--- src/rtl/comp_window_ctrl.sv ---
// ---------------------------------------------------------------------------
// comp_window_ctrl
// Sequencer that uses the NPU auto comparator as a running unsigned-max
// accumulator. It reads a window of 16-bit words from a local buffer and
// streams each word into the comparator's In_Read port. The comparator's
// registered Output goes back into its In_COMP port. When the window is
// finished, the sequencer captures the final maximum and pulses done.
//
// Optional build macro: COMP_ARGMAX_EN
//   When this macro is defined, the block adds result_idx. result_idx is the
//   window offset of the last occurrence of the maximum.
//
// Ports
//   CLK, RST_COMP      clock, asynchronous active-high reset
//   start              one-cycle request, only sampled while idle
//   base_addr, win_len window start address and length, latched on start
//   mem_rd, mem_addr   buffer read strobe and address (addresses wrap)
//   mem_rdata          buffer data, valid one cycle after mem_rd
//   cmp_rst, cmp_en    comparator clear and enable
//   cmp_in_read        comparator In_Read (buffer data pass-through)
//   cmp_in_comp        comparator In_COMP (comparator output fed back)
//   cmp_out            comparator registered Output
//   busy               high from the clear cycle through the capture cycle
//   done               one-cycle completion pulse
//   result             captured window maximum
//   result_valid       high from done until the next accepted start
//   result_idx         (COMP_ARGMAX_EN only) offset of the maximum
// ---------------------------------------------------------------------------
module comp_window_ctrl #(
    parameter int ADDR_W = 8,
    parameter int LEN_W  = 8
) (
    input  logic              CLK,
    input  logic              RST_COMP,
    input  logic              start,
    input  logic [ADDR_W-1:0] base_addr,
    input  logic [LEN_W-1:0]  win_len,
    output logic              mem_rd,
    output logic [ADDR_W-1:0] mem_addr,
    input  logic [15:0]       mem_rdata,
    output logic              cmp_rst,
    output logic              cmp_en,
    output logic [15:0]       cmp_in_read,
    output logic [15:0]       cmp_in_comp,
    input  logic [15:0]       cmp_out,
    output logic              busy,
    output logic              done,
    output logic [15:0]       result,
    output logic              result_valid
`ifdef COMP_ARGMAX_EN
    ,
    output logic [LEN_W-1:0]  result_idx
`endif
);

    typedef enum logic [2:0] {
        S_IDLE = 3'd0,
        S_CLR  = 3'd1,
        S_RUN  = 3'd2,
        S_CAPT = 3'd3,
        S_DONE = 3'd4
    } state_t;

    state_t            r_state;
    logic [ADDR_W-1:0] r_base;
    logic [LEN_W-1:0]  r_len;
    logic [LEN_W-1:0]  r_rd_left;   // reads still to issue after the current one
`ifdef COMP_ARGMAX_EN
    logic [LEN_W-1:0]  r_en_cnt;    // offset of the word the comparator sees now
    logic [LEN_W-1:0]  r_track;     // offset of the latest maximum so far
`endif

    // The comparator takes buffer data directly and gets its own output fed back.
    assign cmp_in_read = mem_rdata;
    assign cmp_in_comp = cmp_out;

    // Window sequencer: state, read issue, accumulate enable and result capture.
    always_ff @(posedge CLK or posedge RST_COMP) begin
        if (RST_COMP) begin
            r_state      <= S_IDLE;
            r_base       <= '0;
            r_len        <= '0;
            r_rd_left    <= '0;
            mem_rd       <= 1'b0;
            mem_addr     <= '0;
            cmp_rst      <= 1'b0;
            cmp_en       <= 1'b0;
            busy         <= 1'b0;
            done         <= 1'b0;
            result       <= 16'h0000;
            result_valid <= 1'b0;
`ifdef COMP_ARGMAX_EN
            r_en_cnt     <= '0;
            r_track      <= '0;
            result_idx   <= '0;
`endif
        end else begin
            // The enable trails the read strobe by exactly one cycle. This matches
            // the one-cycle buffer latency. The enable stays contiguous because
            // the reads are contiguous.
            cmp_en <= mem_rd;
            case (r_state)
                S_IDLE: begin
                    done <= 1'b0;
                    if (start) begin
                        if (win_len == '0) begin
                            // An empty window has max 0. Skip the comparator completely.
                            result       <= 16'h0000;
                            result_valid <= 1'b1;
                            done         <= 1'b1;
`ifdef COMP_ARGMAX_EN
                            result_idx   <= '0;
`endif
                            r_state      <= S_DONE;
                        end else begin
                            r_base       <= base_addr;
                            r_len        <= win_len;
                            result_valid <= 1'b0;
                            cmp_rst      <= 1'b1;
                            busy         <= 1'b1;
                            r_state      <= S_CLR;
                        end
                    end
                end
                S_CLR: begin
                    cmp_rst   <= 1'b0;
                    mem_rd    <= 1'b1;
                    mem_addr  <= r_base;
                    r_rd_left <= r_len - LEN_W'(1);
`ifdef COMP_ARGMAX_EN
                    r_en_cnt  <= '0;
                    r_track   <= '0;
`endif
                    r_state   <= S_RUN;
                end
                S_RUN: begin
                    if (mem_rd) begin
                        if (r_rd_left == '0) begin
                            mem_rd <= 1'b0;
                        end else begin
                            mem_addr  <= mem_addr + ADDR_W'(1);
                            r_rd_left <= r_rd_left - LEN_W'(1);
                        end
                    end
                    if (cmp_en) begin
`ifdef COMP_ARGMAX_EN
                        r_en_cnt <= r_en_cnt + LEN_W'(1);
                        // Use the same tie rule as the comparator, so the latest equal word wins.
                        if (mem_rdata >= cmp_out) begin
                            r_track <= r_en_cnt;
                        end
`endif
                        // The last accumulate cycle is the one where no read is outstanding.
                        if (!mem_rd) begin
                            r_state <= S_CAPT;
                        end
                    end
                end
                S_CAPT: begin
                    result       <= cmp_out;
`ifdef COMP_ARGMAX_EN
                    result_idx   <= r_track;
`endif
                    result_valid <= 1'b1;
                    done         <= 1'b1;
                    busy         <= 1'b0;
                    r_state      <= S_DONE;
                end
                S_DONE: begin
                    done    <= 1'b0;
                    r_state <= S_IDLE;
                end
                default: begin
                    mem_rd  <= 1'b0;
                    cmp_rst <= 1'b0;
                    busy    <= 1'b0;
                    done    <= 1'b0;
                    r_state <= S_IDLE;
                end
            endcase
        end
    end

endmodule

--- config.mk ---
export PLATFORM = sky130hd
export DESIGN_NAME = comp_window_ctrl
export DESIGN_NICKNAME = d
export VERILOG_FILES = /design/src/rtl/comp_window_ctrl.sv
export SDC_FILE = /design/constraint.sdc
export NUM_CORES = 1
export LEC_CHECK = 0
export ABC_AREA = 1
export CAP_MARGIN = 25
export CORE_MARGIN = 2
export CORE_UTILIZATION = 45
export DETAILED_ROUTE_END_ITERATION = 7
export PLACE_DENSITY = 0.81
export SYNTH_ARGS = -nofsm -noshare
export SYNTH_HDL_FRONTEND = slang
export SYNTH_SLANG_ARGS = --single-unit
--- constraint.sdc ---
create_clock -name CLK -period 4.7 [get_ports CLK]
set_input_delay 0.94 -clock CLK [delete_from_list [all_inputs] [get_ports CLK]]
set_output_delay 0.94 -clock CLK [all_outputs]
set_load 0.005 [all_outputs]
==> metrics.txt <==
number of hold buffers added after CTS 0; mapped cell area 3084 µm²; critical path, cell by cell clkdlybuf4s50_1, clkdlybuf4s50_1; worst vdd ir 0.3249 mV; Sw Share 40.22%; clk sinks 57; NetSw 1.068 mW; R2R cell count 9; Syn Nets 436; achievable frequency 0.3463 GHz; max cap viols 0; post-DP HPWL 4697 µm; H-tree levels 3; Synth Instances 383; Hold Fails Final Rpt 0; share of layout cells above drive strength 1 12.79%; GPL Wtd Cong 0.8061; Layout area overhead 26.04%; Buffers & Inverters on Critical Path 2; Cell variety after synth 30; Int Pwr 1.588 mW; Final WS setup 1812 ps; Fin Setup TNS 0 ps; WP data arrival 1950 ps; RSZ-0062 raised after global routing false; n_diodes 0; root buf cell clkbuf_8; pin count of the biggest net entering global routing 33; WL final 6594 µm; Reg area 1426 µm²; worst skew pair latency 340 ps; Tcrit/Tclk final 61.44%; Mapped Avg Cell Area 8.053 µm²; worst-margin pin slew 678.7 ps; outcome completed; crit path kind input port to output port; Initial Utilization 45.90%; Layout fillers 573; core area 6719 µm²; Seq pwr share 33.0%; Slew Viols, Final 0; DRC viols 0; Design Area, Final 3887 µm²; # setup viols final 0; min Tclk post-route 2888 ps; combinational fraction of design power 47.9%; Power Density 683.1 nW/µm²; Slew headroom 54.70%; most used cell, CP clkdlybuf4s50_1; Die Y 86.79 µm; GRT Overall Usage 18.86%; cell leakage power 1.929 nW; slowest CP cell clkdlybuf4s50_1; Clock Path Buffers 2; CTS tree built; GRT overflow 0; sequential fraction of the synthesis area 46.25%; hold path startpoint mem_rd; crit path from cmp_out[7]; CP peak stage delay 520 ps; dpl ws 1811 ps; first-pass GRT wire length 11,000 µm; routed len/inst 12.73 µm; Setup Buffers After CTS 0; Worst path top cell family by delay buffers and inverters; layout net count 486; Port Buffers 80; worst-path fanout max 2; vias in the first global route 2,564; Clock Skew 7.286 ps; Req. time, crit path 3760 ps; Clk pwr share 19.1%; routed vias 2,541; Die Area 7532 µm²; Synth Warn # 0; hold-critical path depth 0; Reg2Reg Launch Point r_state[2]; Worst Hold Class flip-flop to flip-flop; Final ANT Viol Nets 0; Ports 113; commonest non-fill, non-tap cells in the layout 134 x nand2_1, 80 x clkdlybuf4s50_1, 57 x dfrtp_1, 35 x inv_1, 22 x nand3_1; TritonCTS Buffers 9; Initial DRT Pass Iterations 4; Setup crit end kind output port; initial antenna violation count 0; Clk pin slew, worst setup/hold paths 70 ps; area of placed instances 3667 µm²; Yosys reg bits 57; Post-CTS Resized 0; type of origin of the critical path input port; Die X 86.79 µm; via/cell ratio 4.905; row count 30; CP Depth 2; initial DRC count 150; most common cell after layout, fill and taps aside nand2_1; area of the multi-input gates 1179 µm²
## through the flow
step / hold WS [ps] / power, mW / cells / utilization [%]
2_1_floorplan: 409.2 / 1.746 / 383 / -
3_3_place_gp: 431.4 / 2.099 / 502 / 54.58
3_5_place_dp: 428.7 / 2.155 / 502 / 54.58
4_1_cts: 443.6 / 2.682 / 518 / 57.86
5_1_grt: 467.6 / 2.885 / 518 / 57.86
6_report: 437.0 / 2.656 / 518 / 57.86
## cell usage after synthesis
cell | n | area (µm²)
nor3_1 | 2 | 10.01
nor2_2 | 8 | 50.05
inv_2 | 5 | 18.77
o21ai_0 | 15 | 75.07
or2_2 | 1 | 6.260
xor2_1 | 1 | 8.760
buf_6 | 5 | 56.30
or2_4 | 1 | 8.760
inv_1 | 36 | 135.1
nand2_1 | 134 | 503.0
dfrtp_1 | 57 | 1426
nand3_1 | 22 | 110.1
o22ai_1 | 1 | 6.260
nor2_4 | 1 | 11.26
nor2_1 | 15 | 56.30
nand4_1 | 3 | 18.77
nand2_4 | 3 | 33.78
nor3_2 | 1 | 10.01
nand2_2 | 5 | 31.28
o21bai_4 | 1 | 18.77
a21oi_1 | 10 | 50.05
ha_1 | 2 | 25.02
buf_4 | 34 | 255.2
o211ai_1 | 3 | 22.52
a21oi_2 | 1 | 8.760
o21bai_1 | 1 | 7.510
buf_2 | 2 | 10.01
clkbuf_1 | 1 | 3.750
o21ai_2 | 11 | 96.34
nand3_2 | 1 | 10.01
## layer usage
| metal | vias up | wire length [µm] | share of wire [%] | global-route usage [%] |
|---|---|---|---|---|
| met1 | 1180 | 2661 | 40 | 21.11 |
| li1 | 1275 | - | - | - |
| met5 | - | 0 | 0 | 0 |
| met2 | 76 | 3284 | 50 | 31.37 |
| met3 | 10 | 513 | 7.8 | 5.905 |
| met4 | 0 | 135 | 2.0 | 11.22 |
## power by group through the flow
| stage | clock network, mW | logic, mW | registers (mW) |
|---|---|---|---|
| floorplan | 0 | 0.882 | 0.864 |
| global placement | 0 | 1.23 | 0.868 |
| detailed placement | 0 | 1.28 | 0.880 |
| CTS | 0.520 | 1.29 | 0.875 |
| global route | 0.542 | 1.44 | 0.906 |
| finish | 0.508 | 1.27 | 0.876 |
## registers in the layout, summed over array words and instances (netlist names), 3 cells and up
register / cells
r_base: 8
result: 16
r_rd_left: 8
r_len: 8
r_state: 3
mem_addr: 8
## final cells by class
cell class              instances  share of cell area (%)
inverters                      41                   3.959
multi-input cells             243                   30.32
flip-flops and latches         57                   36.69
clock buffers                  11                   3.637
well taps                      80                   2.575
repair buffers                 81                   20.79
clock inverters                 5                   2.028
## cells by family after synthesis
logic type / share of synthesized area (%)
compound gates: 9.250
fa+ha+maj: 0.8112
xor+xnor: 0.2840
buf+inv: 15.54
simple gates: 27.87
flops: 46.25
## path summary, 6_finish.rpt
path / to / slack, ps
setup / recovery: cmp_in_comp[7] / 1810
hold / removal: cmp_en / 440
setup reg to reg: mem_addr[7] / 2600
hold reg to reg: cmp_en / 440
max in group asynchronous: cmp_rst / 2900
min in group asynchronous: result[10] / 970
No activity file was read; power rests on OpenSTA's default activity.
